[src/rtl/spi_ctrl_pkg.sv]
`default_nettype none
// ============================================================================
// Module      : spi_ctrl_pkg
// Description : Shared types and constants for the SPI register-access
//               sequencer (spi_reg_ctrl) and its SSEL synchroniser.
//               - state_t    : sequencer state encoding
//               - CMD_RW_BIT : command byte bit selecting read (1) / write (0)
//               - CMD_TX     : default sync marker shifted out during command
//               - BAD_RD     : default data returned for illegal reads
// Revision    : 1.0 - initial release
// ============================================================================
package spi_ctrl_pkg;

   typedef enum logic [2:0] {
      IDLE    = 3'd0,
      CMD     = 3'd1,
      WR      = 3'd2,
      RD      = 3'd3,
      RD_WAIT = 3'd4
   } state_t;

   localparam int         CMD_RW_BIT = 7;
   localparam logic [7:0] CMD_TX     = 8'hA5;
   localparam logic [7:0] BAD_RD     = 8'hFF;

endpackage : spi_ctrl_pkg
`default_nettype wire

[src/rtl/spi_ssel_sync.sv]
`default_nettype none
// ============================================================================
// Module      : spi_ssel_sync
// Description : Two-flop synchroniser for the raw, active-low SPI chip select
//               plus edge detection.
// Ports       : clk         - system clock
//               reset       - asynchronous active-low reset
//               ssel        - raw chip select (active low)
//               active      - synchronised chip select asserted
//               start_pulse - one clk on synchronised falling edge
//               end_pulse   - one clk on synchronised rising edge
// Revision    : 1.0 - initial release
// ============================================================================
module spi_ssel_sync (
   input  logic clk,
   input  logic reset,
   input  logic ssel,
   output logic active,
   output logic start_pulse,
   output logic end_pulse
);

   logic r_meta;
   logic r_sync;
   logic r_prev;
   logic r_armed;

   // The pipeline resets to "selected" and nothing is reported until a
   // synchronised high level has been seen. This way a reset released in
   // the middle of a frame never produces a spurious start; the block waits
   // for the host to deselect and reselect.
   always_ff @(posedge clk or negedge reset) begin
      if (!reset) begin
         r_meta  <= 1'b0;
         r_sync  <= 1'b0;
         r_prev  <= 1'b0;
         r_armed <= 1'b0;
      end else begin
         r_meta  <= ssel;
         r_sync  <= r_meta;
         r_prev  <= r_sync;
         r_armed <= r_armed | r_sync;
      end
   end

   assign active      = r_armed & ~r_sync;
   assign start_pulse = r_armed &  r_prev & ~r_sync;
   assign end_pulse   = r_armed & ~r_prev &  r_sync;

endmodule : spi_ssel_sync
`default_nettype wire

[src/rtl/spi_reg_ctrl.sv]
`default_nettype none
// ============================================================================
// Module      : spi_reg_ctrl
// Description : Register-access sequencer behind an SPI slave byte engine.
//               Each SSEL frame is a command byte {rw, addr[6:0]} followed
//               by data bytes. Writes strobe reg_we per data byte; reads
//               strobe reg_re and place the returned data on tx for the
//               next byte shifted out.
// Config      : SPI_CTRL_AUTOINC_EN - when defined the address advances
//               after every data byte (burst, wrapping at 2^ADDR_W); when
//               undefined the address stays at the command value.
// Ports       : clk, reset (async active-low), SSEL (raw, active low),
//               rx/byte_received (from slave), tx (to slave),
//               reg_addr/reg_wdata/reg_we/reg_re/reg_rdata (register bank),
//               frame_active, err (sticky illegal-address), clr_err.
// Revision    : 1.0 - initial release
// ============================================================================
module spi_reg_ctrl
   import spi_ctrl_pkg::*;
#(
   parameter int                ADDR_W   = 7,
   parameter int                DATA_W   = 8,
   parameter int                NUM_REGS = 96,
   parameter logic [DATA_W-1:0] CMD_TX   = spi_ctrl_pkg::CMD_TX,
   parameter logic [DATA_W-1:0] BAD_RD   = spi_ctrl_pkg::BAD_RD
) (
   input  logic              clk,
   input  logic              reset,
   input  logic              SSEL,
   input  logic [DATA_W-1:0] rx,
   input  logic              byte_received,
   output logic [DATA_W-1:0] tx,
   output logic [ADDR_W-1:0] reg_addr,
   output logic [DATA_W-1:0] reg_wdata,
   output logic              reg_we,
   output logic              reg_re,
   input  logic [DATA_W-1:0] reg_rdata,
   output logic              frame_active,
   output logic              err,
   input  logic              clr_err
);

   state_t            r_state;
   logic              r_adv;
   logic              w_frame_start;
   logic              w_frame_end;
   logic              w_addr_ok;
   logic              w_rd_latch;
   logic              w_err_set;
   logic [ADDR_W-1:0] w_addr_next;

   spi_ssel_sync u_ssel_sync (
      .clk         (clk),
      .reset       (reset),
      .ssel        (SSEL),
      .active      (frame_active),
      .start_pulse (w_frame_start),
      .end_pulse   (w_frame_end)
   );

   assign w_addr_ok = (int'(reg_addr) < NUM_REGS);

`ifdef SPI_CTRL_AUTOINC_EN
   localparam logic [ADDR_W-1:0] c_addr_one = {{(ADDR_W-1){1'b0}}, 1'b1};
   // Natural modulo-2^ADDR_W wrap; stepping past NUM_REGS is legal and the
   // illegal address is caught at the access.
   assign w_addr_next = reg_addr + c_addr_one;
`else
   assign w_addr_next = reg_addr;
`endif

   // reg_re is still high during the first RD_WAIT cycle; the bank returns
   // data one clk after the strobe, so tx is captured once reg_re has dropped.
   assign w_rd_latch = (r_state == RD_WAIT) && !reg_re;

   always_comb begin
      w_err_set = 1'b0;
      if (!w_frame_end) begin
         if ((r_state == WR) && byte_received && !w_addr_ok)
            w_err_set = 1'b1;
         if (w_rd_latch && !w_addr_ok)
            w_err_set = 1'b1;
      end
   end

   always_ff @(posedge clk or negedge reset) begin
      if (!reset) begin
         r_state   <= IDLE;
         r_adv     <= 1'b0;
         tx        <= CMD_TX;
         reg_addr  <= '0;
         reg_wdata <= '0;
         reg_we    <= 1'b0;
         reg_re    <= 1'b0;
         err       <= 1'b0;
      end else begin
         reg_we <= 1'b0;
         reg_re <= 1'b0;
         r_adv  <= 1'b0;
         // A new error in the same cycle as clr_err keeps the flag set.
         err    <= w_err_set | (err & ~clr_err);

         if (w_frame_end) begin
            // Deselect overrides everything, including a byte landing in
            // this very cycle and any read still waiting for data.
            r_state <= IDLE;
            tx      <= CMD_TX;
         end else begin
            case (r_state)
               IDLE: begin
                  tx <= CMD_TX;
                  if (w_frame_start)
                     r_state <= CMD;
               end
               CMD: begin
                  if (byte_received) begin
                     reg_addr <= rx[ADDR_W-1:0];
                     if (rx[CMD_RW_BIT]) begin
                        reg_re  <= 1'b1;
                        r_state <= RD_WAIT;
                     end else begin
                        r_state <= WR;
                     end
                  end
               end
               WR: begin
                  // Address steps the cycle after the strobe so reg_addr is
                  // stable while reg_we is high.
                  if (r_adv)
                     reg_addr <= w_addr_next;
                  if (byte_received) begin
                     reg_wdata <= rx;
                     reg_we    <= w_addr_ok;
                     r_adv     <= 1'b1;
                  end
               end
               RD_WAIT: begin
                  if (w_rd_latch) begin
                     tx       <= w_addr_ok ? reg_rdata : BAD_RD;
                     reg_addr <= w_addr_next;
                     r_state  <= RD;
                  end
               end
               RD: begin
                  if (byte_received) begin
                     reg_re  <= 1'b1;
                     r_state <= RD_WAIT;
                  end
               end
               default: begin
                  r_state <= IDLE;
                  tx      <= CMD_TX;
               end
            endcase
         end
      end
   end

endmodule : spi_reg_ctrl
`default_nettype wire
[config.mk]
export PLATFORM = sky130hd
export DESIGN_NAME = spi_reg_ctrl
export DESIGN_NICKNAME = d
export VERILOG_FILES = /design/src/rtl/spi_ctrl_pkg.sv /design/src/rtl/spi_ssel_sync.sv /design/src/rtl/spi_reg_ctrl.sv
export SDC_FILE = /design/constraint.sdc
export NUM_CORES = 1
export LEC_CHECK = 0
export BUFFER_PORTS_ARGS = -buffer_cell sky130_fd_sc_hd__clkbuf_2
export CAP_MARGIN = 20
export CORE_MARGIN = 1.5
export CORE_UTILIZATION = 30
export CTS_BUF_LIST = sky130_fd_sc_hd__clkbuf_4
export DETAILED_ROUTE_END_ITERATION = 8
export PLACE_DENSITY_LB_ADDON = 0.05
export SYNTH_ARGS = -nofsm -noshare
export SYNTH_HDL_FRONTEND = slang
export SYNTH_SLANG_ARGS = --single-unit
[constraint.sdc]
create_clock -name clk -period 4.5 [get_ports clk]
set_input_delay 0.45 -clock clk [delete_from_list [all_inputs] [get_ports clk]]
set_output_delay 0.45 -clock clk [all_outputs]
set_load 0.03 [all_outputs]
==> Yosys cells after proc, flatten, opt, wreduce, memory -nomap -nowiden <==
Index checks and enable logic that the tools add are counted.
{ "op_classes": {"order_cmp": 1, "reduce_logical": 12, "n_bitwise": 12, "eq_ne": 10, "muxes": 22} }
{ "ops": {"columns": ["op", "count"], "rows": [
  ["2-to-1 mux 8 bit", 3],
  ["2-to-1 mux 3 bit", 6],
  ["one-hot mux 8 bit (2 select lines)", 1],
  ["one-hot mux 3 bit (5 select lines)", 1],
  ["2-to-1 mux 1 bit", 10],
  ["inequality test 3 bit (second input constant)", 3],
  ["less-than comparator 7 bit (second input constant)", 1],
  ["bitwise AND 1 bit", 6],
  ["equality test 3 x 2 -> 1 bit (second input constant)", 2],
  ["AND reduction 3 bit", 2],
  ["AND reduction 5 bit", 1],
  ["logical AND 1 bit", 4],
  ["NOT 1 bit", 4],
  ["equality test 3 x 1 -> 1 bit (second input constant)", 1],
  ["equality test 3 bit (second input constant)", 1],
  ["logical NOT 3 bit", 1],
  ["inequality test 3 x 2 -> 1 bit (second input constant)", 1],
  ["OR reduction 3 bit", 1],
  ["logical NOT 1 bit", 2],
  ["inequality test 2 x 1 -> 1 bit (second input constant)", 1],
  ["inequality test 2 bit (second input constant)", 1],
  ["OR 1 bit", 2],
  ["one-hot mux 1 bit (2 select lines)", 1],
  ["AND reduction 2 bit", 1]
]} }
{ "word_totals": {"out_inout_bits": 27, "in_bits": 21, "elab_cells": 68, "regBits": 33} }

==> Logic depth before layout (Yosys ltp) <==
{ "depth": {"word_depth": 7, "mapped_depth": 6, "depth_no_buf": 4} }

==> Modules after synthesis <==
Synthesis repeated with hierarchy kept, for this count alone.
{ "hier_totals": {"hier_cells": 109, "area_unflattened_um2": 1423.9} }
{ "by_module_without_submodules": {"columns": ["module", "n_inst", "area_each_um2", "cells_per_inst", "seq_area_each_um2"], "rows": [
  ["spi_reg_ctrl", 1, 1288.7, 101, 730.7],
  ["spi_ssel_sync", 1, 135.1, 8, 100.1]
]} }

==> Worst setup path after synthesis <==
OpenSTA, ideal clock, no wires.
{ "synth_timing": {"path_kind": "register -> register", "start": "register u_ssel_sync.r_sync", "end": "register r_state[1]", "t_arrival_ns": 1.633, "path_stages_with_launch": 5, "n_path_buf": 0, "setup_slack_ns": 2.742, "required_ns": 4.375, "period_less_slack_ns": 1.758, "setup_ns": 0.125, "cell_sequence": "dfrtp_1 nor2b_1 nand3_1 a32o_1 mux2_4"} }
{ "synth_via": {"elab_chain_cells": 4, "elab_cells_between_ends": 10, "cone_classes": "eq/ne (5); mux (1); bitwise (3); reduce/logical (1)"} }
{ "synth_lines": {"columns": ["item", "line", "rtl"], "rows": [
  ["start: declaration", "spi_ssel_sync.sv:24", "logic r_sync;"],
  ["start signal: assignment", "spi_ssel_sync.sv:40", "r_sync <= r_meta;"],
  ["NOT 1 bit", "spi_ssel_sync.sv:47", "assign start_pulse = r_armed & r_prev & ~r_sync;"],
  ["bitwise AND 1 bit", "spi_ssel_sync.sv:47", null],
  ["inequality test 3 x 2 -> 1 bit (no line)", null, null],
  ["AND reduction 5 bit (no line)", null, null],
  ["end signal: assignment", "spi_reg_ctrl.sv:88", "r_state <= IDLE;"],
  ["end signal: assignment", "spi_reg_ctrl.sv:106", "r_state <= IDLE;"],
  ["end signal: assignment", "spi_reg_ctrl.sv:113", "r_state <= CMD;"],
  ["end: declaration", "spi_reg_ctrl.sv:43", "state_t r_state;"]
]} }
Parallel ways exist; a longest one is shown, timed or not.
A chain may end at the register's enable or synchronous reset.

==> Final worst setup path <==
{ "layout_timing": {"start": "register r_state[1]", "end": "register tx[7]"} }
{ "layout_via": {"elab_chain_cells": 4, "elab_cells_between_ends": 11, "cone_classes": "eq/ne (6); mux (2); reduce/logical (3)"} }
{ "layout_lines": {"columns": ["item", "line", "rtl"], "rows": [
  ["equality test 3 x 2 -> 1 bit (tied with other cells)", "spi_reg_ctrl.sv:109", "case (r_state)"],
  ["OR reduction 3 bit (no line) or logical AND 1 bit (tied branches)", null, null],
  ["one-hot mux 8 bit (2 select lines) (tied with other cells)", "spi_reg_ctrl.sv:109", null],
  ["2-to-1 mux 8 bit or AND reduction 2 bit (tied branches)", null, null],
  ["end signal: assignment", "spi_reg_ctrl.sv:139", "tx <= w_addr_ok ? reg_rdata : BAD_RD;"],
  ["end: declaration", "spi_reg_ctrl.sv:32", "output logic [DATA_W-1:0] tx,"]
]} }
Parallel ways exist; a longest one is shown, timed or not.

==> metrics.cfg <==
[setup_path]
start_kind=flip-flop
critical_path_class=flip-flop to flip-flop
required_ns=4.76
crit_arrival_ns=2.29
slowest_delay_ns=0.65
critical_path.startpoint=r_state[1]
r2r-start=r_state[1]
crit_family=compound AO/OA/AOI/OAI gates
end_kind=flip-flop
cp_max_fo=13
critical_path_buf_inv_count=0
cp_slowest_cell=o21ai_1
crit_chain=o21ba_2, o21ai_1, nand3_1, o22a_1

[sta]
maxSlewHeadroom_pct=43.5
slew_viol_final=0
tightest_slew_ns=0.842
finalSetupViolCount=0
fmax_mhz=493
rsz0062_at_grt=no
period_minus_slack_ns=2.03
fin_worst_skew_ns=0.0111
min_period_over_period_pct=45.1
hold_violations=0
timing.hold.ws_ns=0.204
fin_setup_tns_ns=0

[global_route]
grt_pass1_vias=965
overflow=0
grt_usage_pct=12.5
grt_max_degree=34
grt_pass1_wl_um=4810
antenna_found_initial=0

[floorplan]
die_w_um=71.1
start_util_pct=31.5
num_io_pins=48
core_area_um2=4410
dieArea_um2=5050
die_y_um=71.1
rows=24

[route]
detail-route-antenna-nets=0
avgViaCountPerCell=4.69
first_pass_iters=3
drc_errors=0
avgRoutedWirePerCell_um=13.9
route.vias.total=967
finalWirelength_um=2860
drt-initial-drc-count=26

[clocking]
cts_buffer_depth=2
clockRootBuffer=clkbuf_4
cts.repair.resized=0
cts_buffers=5
cts_hold_buf=0
clock_sinks=33
cts_tree=built
cts.clk_slew.worst_paths_ns=0.10
post-cts-setup-buffers=0
clock_latency_ns=0.33
htree_levels=2

[power_and_ir_drop]
p_clk_share_pct=15.3
sw_frac_of_total_pct=42.1
p_per_area_nw_per_um2=632
total_power_w=0.00108
switching_power_w=0.000457
p_seq_share_pct=42.3
p_int_w=0.000627
vdd_drop_max_mv=0.311
p_leak_nw=0.808
p_comb_share_pct=42.3

[synth]
synthArstFlopShare_pct=100
syn-num-nets=124
yosysUniqueCellTypes=34
yosysSeqAreaShare_pct=59.8
syn_area_per_cell_um2=13.5
synth_top_cell_by_area=dfrtp_1
synth_commonest_cells=29 x dfrtp_1, 15 x mux2_2, 6 x inv_1, 6 x o21ai_0
synth_cells=103
ys_ff_latch=33
synth_edf_count=0
yosysWarnings=0
synth_area_leaders=dfrtp_1 52%, mux2_2 12%, dfstp_2 7.6%, o22a_1 2.5%, o21ai_0 2.2%
synthFlopType=dfrtp_1
synth_area_um2=1390
synth_top_area_share_pct=52.2
yosysMostFrequentCell=dfrtp_1

[placement]
port_buffers=47
hpwlAfterDp_um=1990
routabilityCongestion=0.795

[cells_and_area]
nNetsFinal=174
drive_gt1_share_pct=53.2
syn2layout_area_growth_pct=23.4
num_antenna_cells=0

[min_path]
hold_class=input port to asynchronous set/reset pin

[outcome]
status=completed

[run]
cap_viol_max_count=0

[cell type report]
class                   count  area [um^2]
clock buffers               7         52.6
clock inverters             1         3.75
fillers                   443         2700
inverters                   6         22.5
multi-input cells          60          505
flip-flops and latches     33          831
well taps                  52         65.1
repair buffers             47          235
[worst paths after layout]
kind / end / slack (ns) / cells after the start
min: tx[1] / 0.20 / 1
max: tx[7] / 2.47 / 4
max reg2reg: tx[7] / 2.47 / 4
min reg2reg: u_ssel_sync.r_sync / 0.36 / 0
min in group clk: u_ssel_sync.r_meta / 0.23 / 1
max in group asynchronous: u_ssel_sync.r_armed / 3.77 / 1
[kinds of logic after synthesis]
logic type | after synthesis | share of synthesized area [%]
and+or+nand+nor | 22 | 11.9
DFF | 33 | 59.8
AOI/OAI and AO/OA | 21 | 10.5
buffers and inverters | 10 | 3.87
muxes | 17 | 14.0
[metrics by stage]
stage          cells  area (um^2)  util (%)  worst slack, ns
6_report         206         1720      38.9             2.47
5_1_grt          206         1720      38.9             2.26
4_1_cts          206         1720      38.9             2.43
3_5_place_dp     198         1660      37.6             2.43
3_3_place_gp     198         1660      37.6             2.44
2_1_floorplan    103         1390         -             2.74
[routing by layer]
layer / track usage, % / up-vias / part of all wire [%]
met5: 0 / - / 0
met4: 5.03 / 0 / 1.9
met3: 4.99 / 7 / 6.8
met2: 19.2 / 35 / 47
met1: 15.9 / 460 / 44
li1: - / 465 / -
[power groups by stage]
stage / Combinational, W / Sequential, W / Clock, W
2_1_floorplan: 0.000213 / 0.000592 / 0
3_3_place_gp: 0.000460 / 0.000465 / 0
3_5_place_dp: 0.000463 / 0.000467 / 0
4_1_cts: 0.000466 / 0.000461 / 0.000178
5_1_grt: 0.000489 / 0.000475 / 0.000189
6_report: 0.000459 / 0.000459 / 0.000166
[state kept, by name, summed over array words and instances (netlist names)]
signal               cells
u_ssel_sync.r_sync       1
err                      1
reg_addr                 7
u_ssel_sync.r_meta       1
u_ssel_sync.r_prev       1
r_state                  3
reg_wdata                8
tx                       8
reg_re                   1
reg_we                   1
u_ssel_sync.r_armed      1
[placed cells by master (no fill, tap or decap), types with 4 or more instances in the layout]
master | synthesis | final
o211ai_1 | 4 | 4
dfrtp_1 | 29 | 29
clkbuf_2 | 0 | 47
clkbuf_4 | 0 | 7
o21ai_0 | 6 | 6
mux2_2 | 15 | 15
dfstp_2 | 4 | 4
o22a_1 | 4 | 4
inv_1 | 6 | 6
Note: power is estimated with default switching activity, not from simulation.
